<file path="src/rtl/ip_call_stack.sv">
// Instruction pointer with increment, signed relative branch and a return-address stack.
// Define IP_PREV_EN to add ip_prev, the IP held before the last executed jump/call/ret/rel.
module ip_call_stack #(
  parameter int unsigned        ADDR_W       = 16,
  parameter logic [ADDR_W-1:0]  INC_STEP     = ADDR_W'(1),
  parameter int unsigned        STACK_DEPTH  = 8,
  parameter logic [ADDR_W-1:0]  RESET_VECTOR = '0
) (
  input  logic                            clk,
  input  logic                            reset,
  input  logic                            load_ip,
  input  logic                            inc_ip,
  input  logic                            rel_ip,
  input  logic                            call_ip,
  input  logic                            ret_ip,
  input  logic                            clr_err,
  input  logic [ADDR_W-1:0]               ip_data_in,
  input  logic [ADDR_W-1:0]               ip_offset,
  output logic [ADDR_W-1:0]               ip_data_out,
  output logic [$clog2(STACK_DEPTH):0]    stack_count,
  output logic                            stack_full,
  output logic                            stack_empty,
  output logic                            err_overflow,
  output logic                            err_underflow
`ifdef IP_PREV_EN
  ,
  output logic [ADDR_W-1:0]               ip_prev
`endif
);

  localparam int unsigned PTR_W = $clog2(STACK_DEPTH);
  localparam int unsigned CNT_W = PTR_W + 1;

  logic [ADDR_W-1:0] stack_mem [STACK_DEPTH];
  logic [ADDR_W-1:0] ip_d;
  logic [ADDR_W-1:0] ret_addr;
  logic [CNT_W-1:0]  cnt_d;
  logic [PTR_W-1:0]  wr_idx;
  logic [PTR_W-1:0]  rd_idx;
  logic              push;
  logic              ov_set;
  logic              un_set;

  assign stack_full  = (stack_count == CNT_W'(STACK_DEPTH));
  assign stack_empty = (stack_count == '0);
  assign ret_addr    = ip_data_out + INC_STEP;
  assign wr_idx      = PTR_W'(stack_count);
  assign rd_idx      = PTR_W'(stack_count - CNT_W'(1));

  // Strobe priority: load > call > ret > rel > inc; dropped call/ret only raise a flag.
  always_comb begin
    ip_d   = ip_data_out;
    cnt_d  = stack_count;
    push   = 1'b0;
    ov_set = 1'b0;
    un_set = 1'b0;
    if (load_ip) begin
      ip_d = ip_data_in;
    end else if (call_ip) begin
      if (stack_full) begin
        ov_set = 1'b1;
      end else begin
        push  = 1'b1;
        cnt_d = stack_count + CNT_W'(1);
        ip_d  = ip_data_in;
      end
    end else if (ret_ip) begin
      if (stack_empty) begin
        un_set = 1'b1;
      end else begin
        cnt_d = stack_count - CNT_W'(1);
        ip_d  = stack_mem[rd_idx];
      end
    end else if (rel_ip) begin
      ip_d = ip_data_out + ip_offset;
    end else if (inc_ip) begin
      ip_d = ip_data_out + INC_STEP;
    end
  end

  always_ff @(posedge clk) begin
    if (!reset) begin
      ip_data_out   <= RESET_VECTOR;
      stack_count   <= '0;
      err_overflow  <= 1'b0;
      err_underflow <= 1'b0;
    end else begin
      ip_data_out   <= ip_d;
      stack_count   <= cnt_d;
      err_overflow  <= ov_set | (err_overflow & ~clr_err);
      err_underflow <= un_set | (err_underflow & ~clr_err);
    end
  end

  // Contents need no reset; a reset edge still must not push.
  always_ff @(posedge clk) begin
    if (reset && push) begin
      stack_mem[wr_idx] <= ret_addr;
    end
  end

`ifdef IP_PREV_EN
  logic upd_prev;

  assign upd_prev = load_ip | push |
                    (!call_ip & ((ret_ip & !stack_empty) | (!ret_ip & rel_ip)));

  always_ff @(posedge clk) begin
    if (!reset) begin
      ip_prev <= RESET_VECTOR;
    end else if (upd_prev) begin
      ip_prev <= ip_data_out;
    end
  end
`else
  // No trace register in this build.
`endif

endmodule

</file>
<file path="config.mk">
export PLATFORM = sky130hd
export DESIGN_NAME = ip_call_stack
export DESIGN_NICKNAME = d
export VERILOG_FILES = /design/src/rtl/ip_call_stack.sv
export SDC_FILE = /design/constraint.sdc
export NUM_CORES = 1
export LEC_CHECK = 0
export BUFFER_PORTS_ARGS = -buffer_cell sky130_fd_sc_hd__buf_2
export CAP_MARGIN = 10
export CORE_UTILIZATION = 60
export DETAILED_ROUTE_END_ITERATION = 8
export PLACE_DENSITY = 0.8
export SETUP_SLACK_MARGIN = 0.02
export SLEW_MARGIN = 15
export SYNTH_ARGS = -nofsm -noshare
export SYNTH_HDL_FRONTEND = slang
export SYNTH_SLANG_ARGS = --single-unit
</file>
<file path="constraint.sdc">
create_clock -name clk -period 9.11 [get_ports clk]
set_input_delay 0.911 -clock clk [delete_from_list [all_inputs] [get_ports clk]]
set_output_delay 0.911 -clock clk [all_outputs]
set_load 0.005 [all_outputs]
</file>
==> results of run 1 <==
per-stage QoR:
stage	instances	hold WS [ns]
after floorplan	557	0.4668
after global placement	748	0.4636
after detailed placement	748	0.4649
after CTS	780	0.4751
after global routing	780	0.5061
final	780	0.4732
tightest hold or removal path: cells and delay by family (launching register included):
kind | cells | cell delay (ns)
AOI/OAI and AO/OA | 1 | 0.06
DFF | 1 | 0.31
and+or+nand+nor | 1 | 0.05
registers in the layout (all words and copies together) (netlist names):
register and cells:
stack_mem 128, err_overflow 1, err_underflow 1, ip_data_out 16
stack_count 4
routing by layer:
layer	wire length (um)	vias to the layer above	share of wire [%]
li1	-	2326	-
met1	7403	2524	41
met2	8768	301	48
met3	1405	55	7.7
met4	583	0	3.2
met5	0	-	0
power groups by stage:
stage | logic (uW) | clock network [uW] | registers [uW]
detailed placement | 310 | 0 | 817
floorplan | 229 | 0 | 808
global route | 348 | 746 | 805
global placement | 303 | 0 | 815
CTS | 318 | 719 | 803
finish | 322 | 713 | 804
path summary, 6_finish.rpt:
check / start / endpoint / slack [ns] / cells after the start
worst max register to register: stack_count[0] / ip_data_out[13] / 5.89 / 9
worst min-delay path: err_overflow / err_overflow / 0.47 / 2
worst min register to register: err_overflow / err_overflow / 0.47 / 2
worst max-delay path: stack_count[0] / stack_full / 5.86 / 6
cell type report:
type | count | area, sq um
sequential | 150 | 4285
fill | 790 | 3558
multi-input combinational | 366 | 2949
clock buffer | 17 | 425.4
timing repair buffer | 72 | 382.9
tap | 147 | 183.9
clock inverter | 15 | 177.7
inverter | 13 | 48.80
Yosys cell counts, drive strengths merged, types with 10 or more instances:
cell type | n | share of area [%]
o21ai | 28 | 1.9
a211oi | 10 | 1.1
a21oi | 32 | 2.2
ha | 18 | 3.0
dfxtp | 22 | 6.0
edfxtp | 128 | 52
inv | 12 | 0.61
xor2 | 12 | 1.5
clkbuf | 13 | 0.66
nand2 | 46 | 2.3
mux4 | 32 | 9.8
nand3 | 31 | 2.2
buf | 15 | 1.2
xnor2 | 17 | 2.0
nor2 | 28 | 1.4
logic make-up (layout without fill, tap and decap cells):
logic type      Yosys count  after routing
compound gates          129            129
fa+ha+maj                19             19
simple gates            152            152
flops                   150            150
xor+xnor                 29             29
buf+inv                  41            117
mux                      37             37
==> results.md, run 1 <==
* Placeable Area at 12,010 sq um
* Area of placed instances at roughly 7900 sq um
* Post-synthesis register bit count at 150
* Nets at 679
* Fin crit share at between 30 and 40%
* DRC at 0
* Routed WL at 18.16 mm
* WP data required at approximately 8 ns
* Remaining global-route overflow at 0
* Reg clk slew, reported paths at about 0.060 ns
* Switching share of power at between 20% and 30%
* Die X at roughly 110 um
* Share of layout cells above drive strength 1 at between 20 and 25%
* Top-level port count at 64
* Gr busiest metal: met2
* Post-synth top flop: edfxtp_1
* Post-Synth Adder-Cell Area at 3.318%
* Row Count at 40
* Initial DRT Pass Iterations at 8
* Startpoint Class: register
* Clock Sinks at 150
* Synth cell types at 67
* Gp weighted congestion at between 0.9 and 1
* Syn_nets at just over 600
* Met3 usage at between 5 and 6%
* Final number of hold-violating endpoints at 0
* Mapped cell area at roughly 7400 sq um
* Minimum clock period at between 3 and 4 ns
* Mux share of post-synthesis cell area at 10.46%
* CP max stage delay at 0.53 ns
* Synth async-reset ratio at 0%
* WL/cell at around 23 um
* Clock share of power at 38.8%
* Pin count of the biggest net entering global routing at 38
* Final core occ at between 70% and 80%
* Critical path arrival at ~2.3 ns
* CTS Hold Bufs at 0
* Sequential share of power at 43.7%
* Sequential share of the synthesized area at 57.97%
* Post-Synth XOR/XNOR Area at 3.538%
* Crit path buf inv count at 4
* WS Path Type: reg -> out
* VDD IR max at about 0.15 mV
* Final setup viols at 0
* Root Buffer: clkbuf_16
* Worst rel slew slack at around 31%
* Unrepaired setup endpoints after global routing: false
* Final Skew at roughly 0.011 ns
* Fin worst setup slack at approximately 6 ns
* Post-CTS Setup Inserts at 0
* Internal power at approximately 1300 uW
* DP Wirelength at approximately 12 mm
* Met2 Use GR at around half
* Combinational Power Share at between 10% and 20%
* Crit path top cell by count: inv_1
* Number of synthesized flops with an enable pin at approximately 130
* TritonCTS buffer count at 17
* Remaining antenna violation count after routing at 0
* CTS tree: yes
* Actual slew at the worst max-slew pin at 1.037 ns
* Initial core utilization at 61.53%
* Post-Synth Simple-Gate Area at 10.12%
* Most frequent cells in the layout: edfxtp_1 (128), buf_2 (63), nand2_1 (46)
* Mean cell area of the mapped netlist at approximately 13 sq um
* Peak Freq at between 300 and 400 MHz
* Synth warnings at 0
* Vias in the first global route at approximately 5,100
* Via Count at ~5,200
* Resized Gates After CTS at 0
* LEAKAGE at between 0.003 and 0.004 uW
* Area grow syn2layout at 14.37%
* Top Family by Delay on Critical Path: buffers and inverters
* Slowest cell on the critical path: buf_4
* Hold WC Path Type: reg -> reg
* Grt met1 use at ~40%
* Worst skew pair latency at between 0.4 and 0.5 ns
* Placement Setup Slack at 5.888 ns
* CP Cell Sequence: buf_4 > inv_1 > ha_1 > nand3b_1 > inv_1 > buf_2
* Complex-gate fraction of the synthesized area at approximately an eighth
* Via-to-Cell Ratio at between 6 and 7
* Ant diodes at 0
* Post-layout instance area at roughly 8500 sq um
* Max_cap viols at 0
* Largest family of logic cells by synthesized area: compound AO/OA/AOI/OAI gates
* Drt initial violations at ~450
* Die Area at between 10,000 and 15,000 sq um
* First-pass GRT wire length at about 28 mm
* Post-Synthesis Cells at about 560
* Initial antenna violation count at 0
* TNS Setup at 0 ns
* Die H at 113.0 um
* Total track usage at roughly 30%
* Total power at approximately 1800 uW
* Htree depth at 4
* PwrDens at between 200 and 250 nW/um^2
* Port Buffer Count at 63
* NetSw at roughly 500 uW
* Final Max Tran Viols at 0
* Clk buf depth at 2
* Crit. End Element: output port
* Worst-path fanout max at 37
* Commonest non-fill, non-tap cell in the layout: edfxtp_1
* Status: complete, no violations
(Power assumes the default switching activity.)
==> inputs of run 2 (changes only) <==
- CORE_UTILIZATION: 60 -> 54
- PLACE_DENSITY: 0.8 -> 0.76
- clock period: 9.11 -> 2.9 ns (I/O delays scaled with it)
==> run 2 against run 1 <==
Against the previous run: critical path depth rose by 2; die area grew 11%; combinational power grew to 3.3 times the previous value; final area is 1.8% higher; hold slack worse by 0.31 ns; register-to-register slack worse by 5.7 ns; cell count grew 6.4%; utilization fell by 5.6 points; clock power grew to 3.0 times the previous value; sequential cell count is the same.
==> results.md, run 2 (synthesis results as in run 1) <==
* Fin crit share at roughly 90%
* TNS Setup at 0 ns (unchanged)
* First-pass GRT wire length at 28.19 mm (+1.8%)
* CP max stage delay at 0.51 ns (-0.02 ns)
* Combinational Power Share at 18.6% (+1.1 points)
* Met2 Use GR at 42.19% (-6.0 points)
* Clock Sinks at 150 (unchanged)
* Nets at 700 (+3.1%)
* Hold WC Path Type: in -> reg
* Die X at 119.0 um (+5.3%)
* Largest registers: stack_mem: 128 flops, ip_data_out: 16 flops, stack_count: 4 flops
* Final Skew at 0.01188 ns (+0.001187 ns)
* Share of layout cells above drive strength 1 at 26.91% (+2.6 points)
* WL/cell at 21.73 um (-6.7%)
* Dpl cells at 798 (+6.7%)
* Total power at 5700 uW (+210%)
* Pin count of the biggest net entering global routing at 37 (-2.6%)
* Final setup viols at 0 (unchanged)
* Initial core utilization at 55.59% (-5.9 points)
* Area grow syn2layout at 16.44%
* Crit. End Element: register
* WP data required at 3.20 ns (-5.00 ns)
* Die Area at 14,160 sq um (+11%)
* Minimum clock period at around 2.7 ns
* LEAKAGE at 0.003115 uW (+3.0%)
* CP endpoint: ip_data_out[10]
* Drt initial violations at 591 (+32%)
* Unrepaired setup endpoints after global routing: false
* Internal power at 4037 uW (+200%)
* Via Count at 5,311 (+2.0%)
* Largest register FFs at 128 (unchanged)
* Routed WL at 18.04 mm (-0.67%)
* Peak Freq at between 300 and 400 MHz
* Worst skew pair latency at 0.42 ns (about the same)
* Slowest cell on the critical path: dfxtp_1
* Grt met1 use at 35.51% (-3.8 points)
* Remaining antenna violation count after routing at 0 (unchanged)
* Via-to-Cell Ratio at 6.399 (-4.1%)
* Reg with most FFs: stack_mem
* Max_cap viols at 0 (unchanged)
* Initial DRT Pass Iterations at 6 (-2)
* DRC at 0 (unchanged)
* Commonest non-fill, non-tap cell in the layout: edfxtp_1
* Die H at 119.0 um (+5.3%)
* Final number of hold-violating endpoints at 0 (unchanged)
* CP startpoint: stack_count[1]
* Layout filler cell count at 908 (+15%)
* Status: complete, no violations
* Remaining global-route overflow at 0 (unchanged)
* Most frequent cells in the layout: edfxtp_1 (128), buf_2 (63), nand2_1 (46)
* TritonCTS buffer count at 17 (unchanged)
* Reg clk slew, reported paths at 0.07 ns (about the same)
* Startpoint Class: register
* Final core occ at 64.73% (-5.6 points)
* Actual slew at the worst max-slew pin at 0.7981 ns (-0.2394 ns)
* Htree depth at 4 (unchanged)
* PwrDens at 662.4 nW/um^2 (+200%)
* Placeable Area at 13,300 sq um (+11%)
* Non-Filler Instances at 830 (+6.4%)
* Clock share of power at 37.4% (-1.4 points)
* Gp weighted congestion at 0.9836 (+7.1%)
* Reg2reg end: ip_data_out[10]
* Worst-path fanout max at 16 (-57%)
* Reg2reg path depth at 8 (-1)
* FF/Latch Area at 4285 sq um (unchanged)
* R2R Path Start: stack_count[1]
* Root Buffer: clkbuf_16
* Hold_ws at 0.1624 ns (-0.3109 ns)
* DP Wirelength at 12.21 mm (+5.3%)
* Gr busiest metal: met2
* Row Count at 42 (+5.0%)
* Critical path arrival at 2.96 ns (+0.62 ns)
* Initial antenna violation count at 0 (unchanged)
* Sequential share of power at 44.0% (+0.3 points)
* Total track usage at 26.72% (-3.1 points)
* WS Path Type: reg -> reg
* Worst rel slew slack at 46.41% (+16 points)
* Top-level port count at 64 (unchanged)
* Clk buf depth at 2 (unchanged)
* Port Buffer Count at 63 (unchanged)
* Met3 usage at 5.412% (-0.27 points)
* Setup slack, reg-to-reg at 0.24 ns (-5.65 ns)
* Area of the multi-input gates at 2932 sq um (-0.59%)
* Final Max Tran Viols at 0 (unchanged)
* Switching share of power at 29.18% (+2.0 points)
* Ant diodes at 0 (unchanged)
* CTS tree: yes
* NetSw at 1663 uW (+230%)
* VDD IR max at 0.4452 mV (+190%)
* Vias in the first global route at 5,256 (+2.6%)
* CP Cell Sequence: inv_1 > ha_2 > buf_4 > mux4_2 > mux2i_1 > o2111ai_1 > a211oi_1 > nor4b_1
## run 2: changes by cell type in the layout (fill, tap and decap cells not counted), sizes merged
cell,delta
bufinv,-3
clkinv,-7
inv,+9
buf,+21
clkinvlp,+1
## run 2: worst max-delay path, delay by kind of cell, from the launching register on
| kind | cells | cell delay (ns) |
|---|---|---|
| AO/OA/AOI/OAI | 2 | 0.46 |
| adder cells (fa/ha/maj) | 1 | 0.49 |
| buffers and inverters | 2 | 0.43 |
| flip-flops | 1 | 0.51 |
| multiplexers | 2 | 0.55 |
| AND/OR/NAND/NOR | 1 | 0.10 |
## run 2: layer usage
layer | wire (um) | vias to the layer above
met1 | 7400 | 2591
met3 | 1432 | 40
met2 | 8690 | 317
met4 | 516 | 0
met5 | 0 | -
li1 | - | 2363
## run 2: how the worst min path moves through the flow
| stage | from | to | slack [ns] | depth (start not counted) |
|---|---|---|---|---|
| floorplan | err_overflow | err_overflow | 0.47 | 2 |
| global placement | err_overflow | err_overflow | 0.47 | 2 |
| detailed placement | err_overflow | err_overflow | 0.51 | 2 |
| CTS | ip_data_in[0] | ip_data_out[0] | 0.15 | 3 |
| global route | ip_data_in[8] | ip_data_out[8] | 0.17 | 3 |
| finish | clr_err | err_overflow | 0.16 | 4 |
## run 2: layout make-up
| cell class | count | area share, % |
|---|---|---|
| Timing Repair Buffer | 93 | 6.281 |
| Inverter | 13 | 0.5670 |
| Clock inverter | 15 | 1.788 |
| Clock buffer | 17 | 4.943 |
| Sequential cell | 150 | 49.80 |
| Multi-Input combinational cell | 366 | 34.07 |
| Tap cell | 176 | 2.559 |
## run 2: through the flow
stage	setup slack (ns)	instance area, sq um
global route	0.04821	8606
global placement	0.3018	8024
CTS	0.1784	8603
finish	0.2394	8606
detailed placement	0.2402	8024
floorplan	0.07302	7401
## run 2: power by group through the flow
stage | registers [uW] | logic [uW] | clock network, uW
floorplan | 2540 | 721 | 0
global placement | 2550 | 1010 | 0
detailed placement | 2550 | 1040 | 0
CTS | 2510 | 1050 | 2140
global route | 2510 | 1150 | 2240
finish | 2510 | 1060 | 2130
## run 2: repair_timing
action                     4_1_cts  5_1_grt
setup endpoints to repair        0        1
hold buffers                     0        0
setup buffers                    0        0
resized for setup                0        1
==> inputs of run 3 (changes only) <==
- BUFFER_PORTS_ARGS: -buffer_cell sky130_fd_sc_hd__buf_2 -> -buffer_cell sky130_fd_sc_hd__buf_4
- CORE_MARGIN: unset -> 2
- CTS_CLUSTER_DIAMETER: unset -> 50
==> run 3 against run 2 <==
Against the previous run: fmax rose by 1.7%; critical path type unchanged; die area grew 3.4%; clock skew fell by 0.0015 ns; routed wire length increased by 0.97%.
==> results.md, run 3 (synthesis results as in run 1) <==
* Critical path arrival at 2.92 ns (-0.04 ns)
* R2R Path Start: stack_count[1]
* Startpoint Class: register
* Hold path start: clr_err
* Status: complete, no violations
* Placeable Area at 13,300 sq um (unchanged)
* Share of layout cells above drive strength 1 at 26.65% (-0.27 points)
* PwrDens at 658.2 nW/um^2 (-0.64%)
* VDD IR max at 0.4192 mV (-5.8%)
* Clock Sinks at 150 (unchanged)
* Gp weighted congestion at 0.8673 (-12%)
* Fin worst setup slack at 0.2830 ns (+0.04368 ns)
* Drt initial violations at 583 (-1.4%)
* First-pass GRT wire length at 28.30 mm (+0.42%)
* Final Max Tran Viols at 0 (unchanged)
* CP Cell Sequence: inv_1 > ha_1 > buf_4 > mux4_2 > mux2i_1 > o2111ai_1 > a211oi_1 > nor4b_1
* Placement Setup Slack at 0.3494 ns (+0.1092 ns)
* Clk buf depth at 2 (unchanged)
* Via-to-Cell Ratio at 6.297 (-1.6%)
* Peak Freq at 382.1 MHz (+1.7%)
* Htree depth at 4 (unchanged)
* Max_cap viols at 0 (unchanged)
* Final number of hold-violating endpoints at 0 (unchanged)
* Dpl cells at 797 (-0.13%)
* Setup slack, reg-to-reg at 0.28 ns (+0.04 ns)
* Reg2reg end: ip_data_out[10]
* Worst rel slew slack at 43.42% (-3.0 points)
* Unrepaired setup endpoints after global routing: false
* Actual slew at the worst max-slew pin at 0.8426 ns (+0.04456 ns)
* DP Wirelength at 12.11 mm (-0.85%)
* Slowest cell on the critical path: ha_1
* Top-level port count at 64 (unchanged)
* Remaining antenna violation count after routing at 0 (unchanged)
* Pin count of the biggest net entering global routing at 37 (unchanged)
* Post-CTS Setup Inserts at 0 (unchanged)
* Minimum clock period at 2.617 ns (-0.04368 ns)
* Fin crit share at 90.24% (-1.5 points)
* Most frequent cells in the layout: edfxtp_1 (128), buf_4 (92), nand2_1 (46)
* Vias in the first global route at 5,107 (-2.8%)
* Area grow syn2layout at 18.76%
* Reg clk slew, reported paths at 0.07 ns (about the same)
* Worst skew pair latency at 0.42 ns (about the same)
* Reg with most FFs: stack_mem
* Root Buffer: clkbuf_16
* Area of placed instances at 8174 sq um (+1.9%)
* Hold depth at 4 (unchanged)
* DRC at 0 (unchanged)
* TritonCTS buffer count at 17 (unchanged)
* Via Count at 5,220 (-1.7%)
* Ant diodes at 0 (unchanged)
* Final setup viols at 0 (unchanged)
* Initial antenna violation count at 0 (unchanged)
* LEAKAGE at 0.003163 uW (+1.5%)
* Non-Filler Instances at 829 (-0.12%)
* Resized Gates After CTS at 0 (unchanged)
* Largest registers: stack_mem: 128 flops, ip_data_out: 16 flops, stack_count: 4 flops
* Final Skew at 0.01040 ns (-0.001480 ns)
* Hold Crit Endpoint: err_overflow
* WP data required at 3.20 ns (about the same)
* Total power at 5777 uW (+1.3%)
* Total track usage at 26.12% (-0.60 points)
* Initial DRT Pass Iterations at 7 (+1)
* CTS Hold Bufs at 0 (unchanged)
* CP max stage delay at 0.53 ns (+0.02 ns)
* Die H at 121.0 um (+1.7%)
* Routed WL at 18.21 mm (+0.97%)
* Worst-path fanout max at 14 (-2)
* Initial core utilization at 55.59% (unchanged)
* Reg2reg path depth at 8 (unchanged)
* WS Path Type: reg -> reg
* Post-layout instance area at 8777 sq um (+2.0%)
* Largest register FFs at 128 (unchanged)
* Hold WC Path Type: in -> reg
* Nets at 699 (-0.14%)
* Crit. End Element: register
* Remaining global-route overflow at 0 (unchanged)
* CTS tree: yes
* Die X at 121.0 um (+1.7%)
* Port Buffer Count at 63 (unchanged)
* WL/cell at 21.97 um (+1.1%)
* Row Count at 42 (unchanged)
* Die Area at 14,640 sq um (+3.4%)
* TNS Setup at 0 ns (unchanged)
* Commonest non-fill, non-tap cell in the layout: edfxtp_1
==> run 3: cell types whose count changed in the layout (fill, tap and decap cells not counted), sizes merged <==
cell and change:
inv -2, buf -1, clkinvlp -1, clkinv +3
==> run 3: power breakdown <==
group	internal, uW	total (uW)	switching [uW]
Clock	1170	2170	1000
Combinational	480	1110	625
Sequential	2440	2500	62.4
==> run 3: final cells by class <==
| class | instances | area, sq um |
|---|---|---|
| Clock buffer | 17 | 425.4 |
| Inverter | 13 | 48.80 |
| Tap cell | 176 | 220.2 |
| Fill cell | 928 | 4518 |
| Timing Repair Buffer | 92 | 690.7 |
| Sequential cell | 150 | 4285 |
| Multi-Input combinational cell | 366 | 2929 |
| Clock inverter | 15 | 177.7 |
==> run 3: worst max-delay path: cells and delay by family (launching register included) <==
family	cells	cell delay (ns)
AND/OR/NAND/NOR	1	0.07
adder cells (fa/ha/maj)	1	0.53
AO/OA/AOI/OAI	2	0.40
multiplexers	2	0.57
flip-flops	1	0.48
buffers and inverters	2	0.43
==> run 3: worst max-delay path by stage <==
stage	end	startpoint	slack [ns]
2_1_floorplan	stack_mem[7][0]	stack_count[0]	0.07
3_3_place_gp	ip_data_out[6]	stack_count[0]	0.43
3_5_place_dp	ip_data_out[13]	stack_count[1]	0.35
4_1_cts	ip_data_out[10]	stack_count[1]	0.30
5_1_grt	ip_data_out[10]	stack_count[1]	0.1
6_report	ip_data_out[10]	stack_count[1]	0.28
==> run 3: routing by layer <==
metal,up-vias,wire (um),global-route usage (%)
met5,-,0,0
met4,0,320,8.430
met3,31,1473,4.511
met2,260,8851,41.89
met1,2568,7568,36.63
li1,2361,-,-
==> run 3: metrics by stage <==
stage / util (%) / hold slack (ns)
2_1_floorplan: - / 0.4668
3_3_place_gp: 61.48 / 0.4741
3_5_place_dp: 61.48 / 0.4857
4_1_cts: 66.02 / 0.1332
5_1_grt: 66.02 / 0.1782
6_report: 66.02 / 0.1479
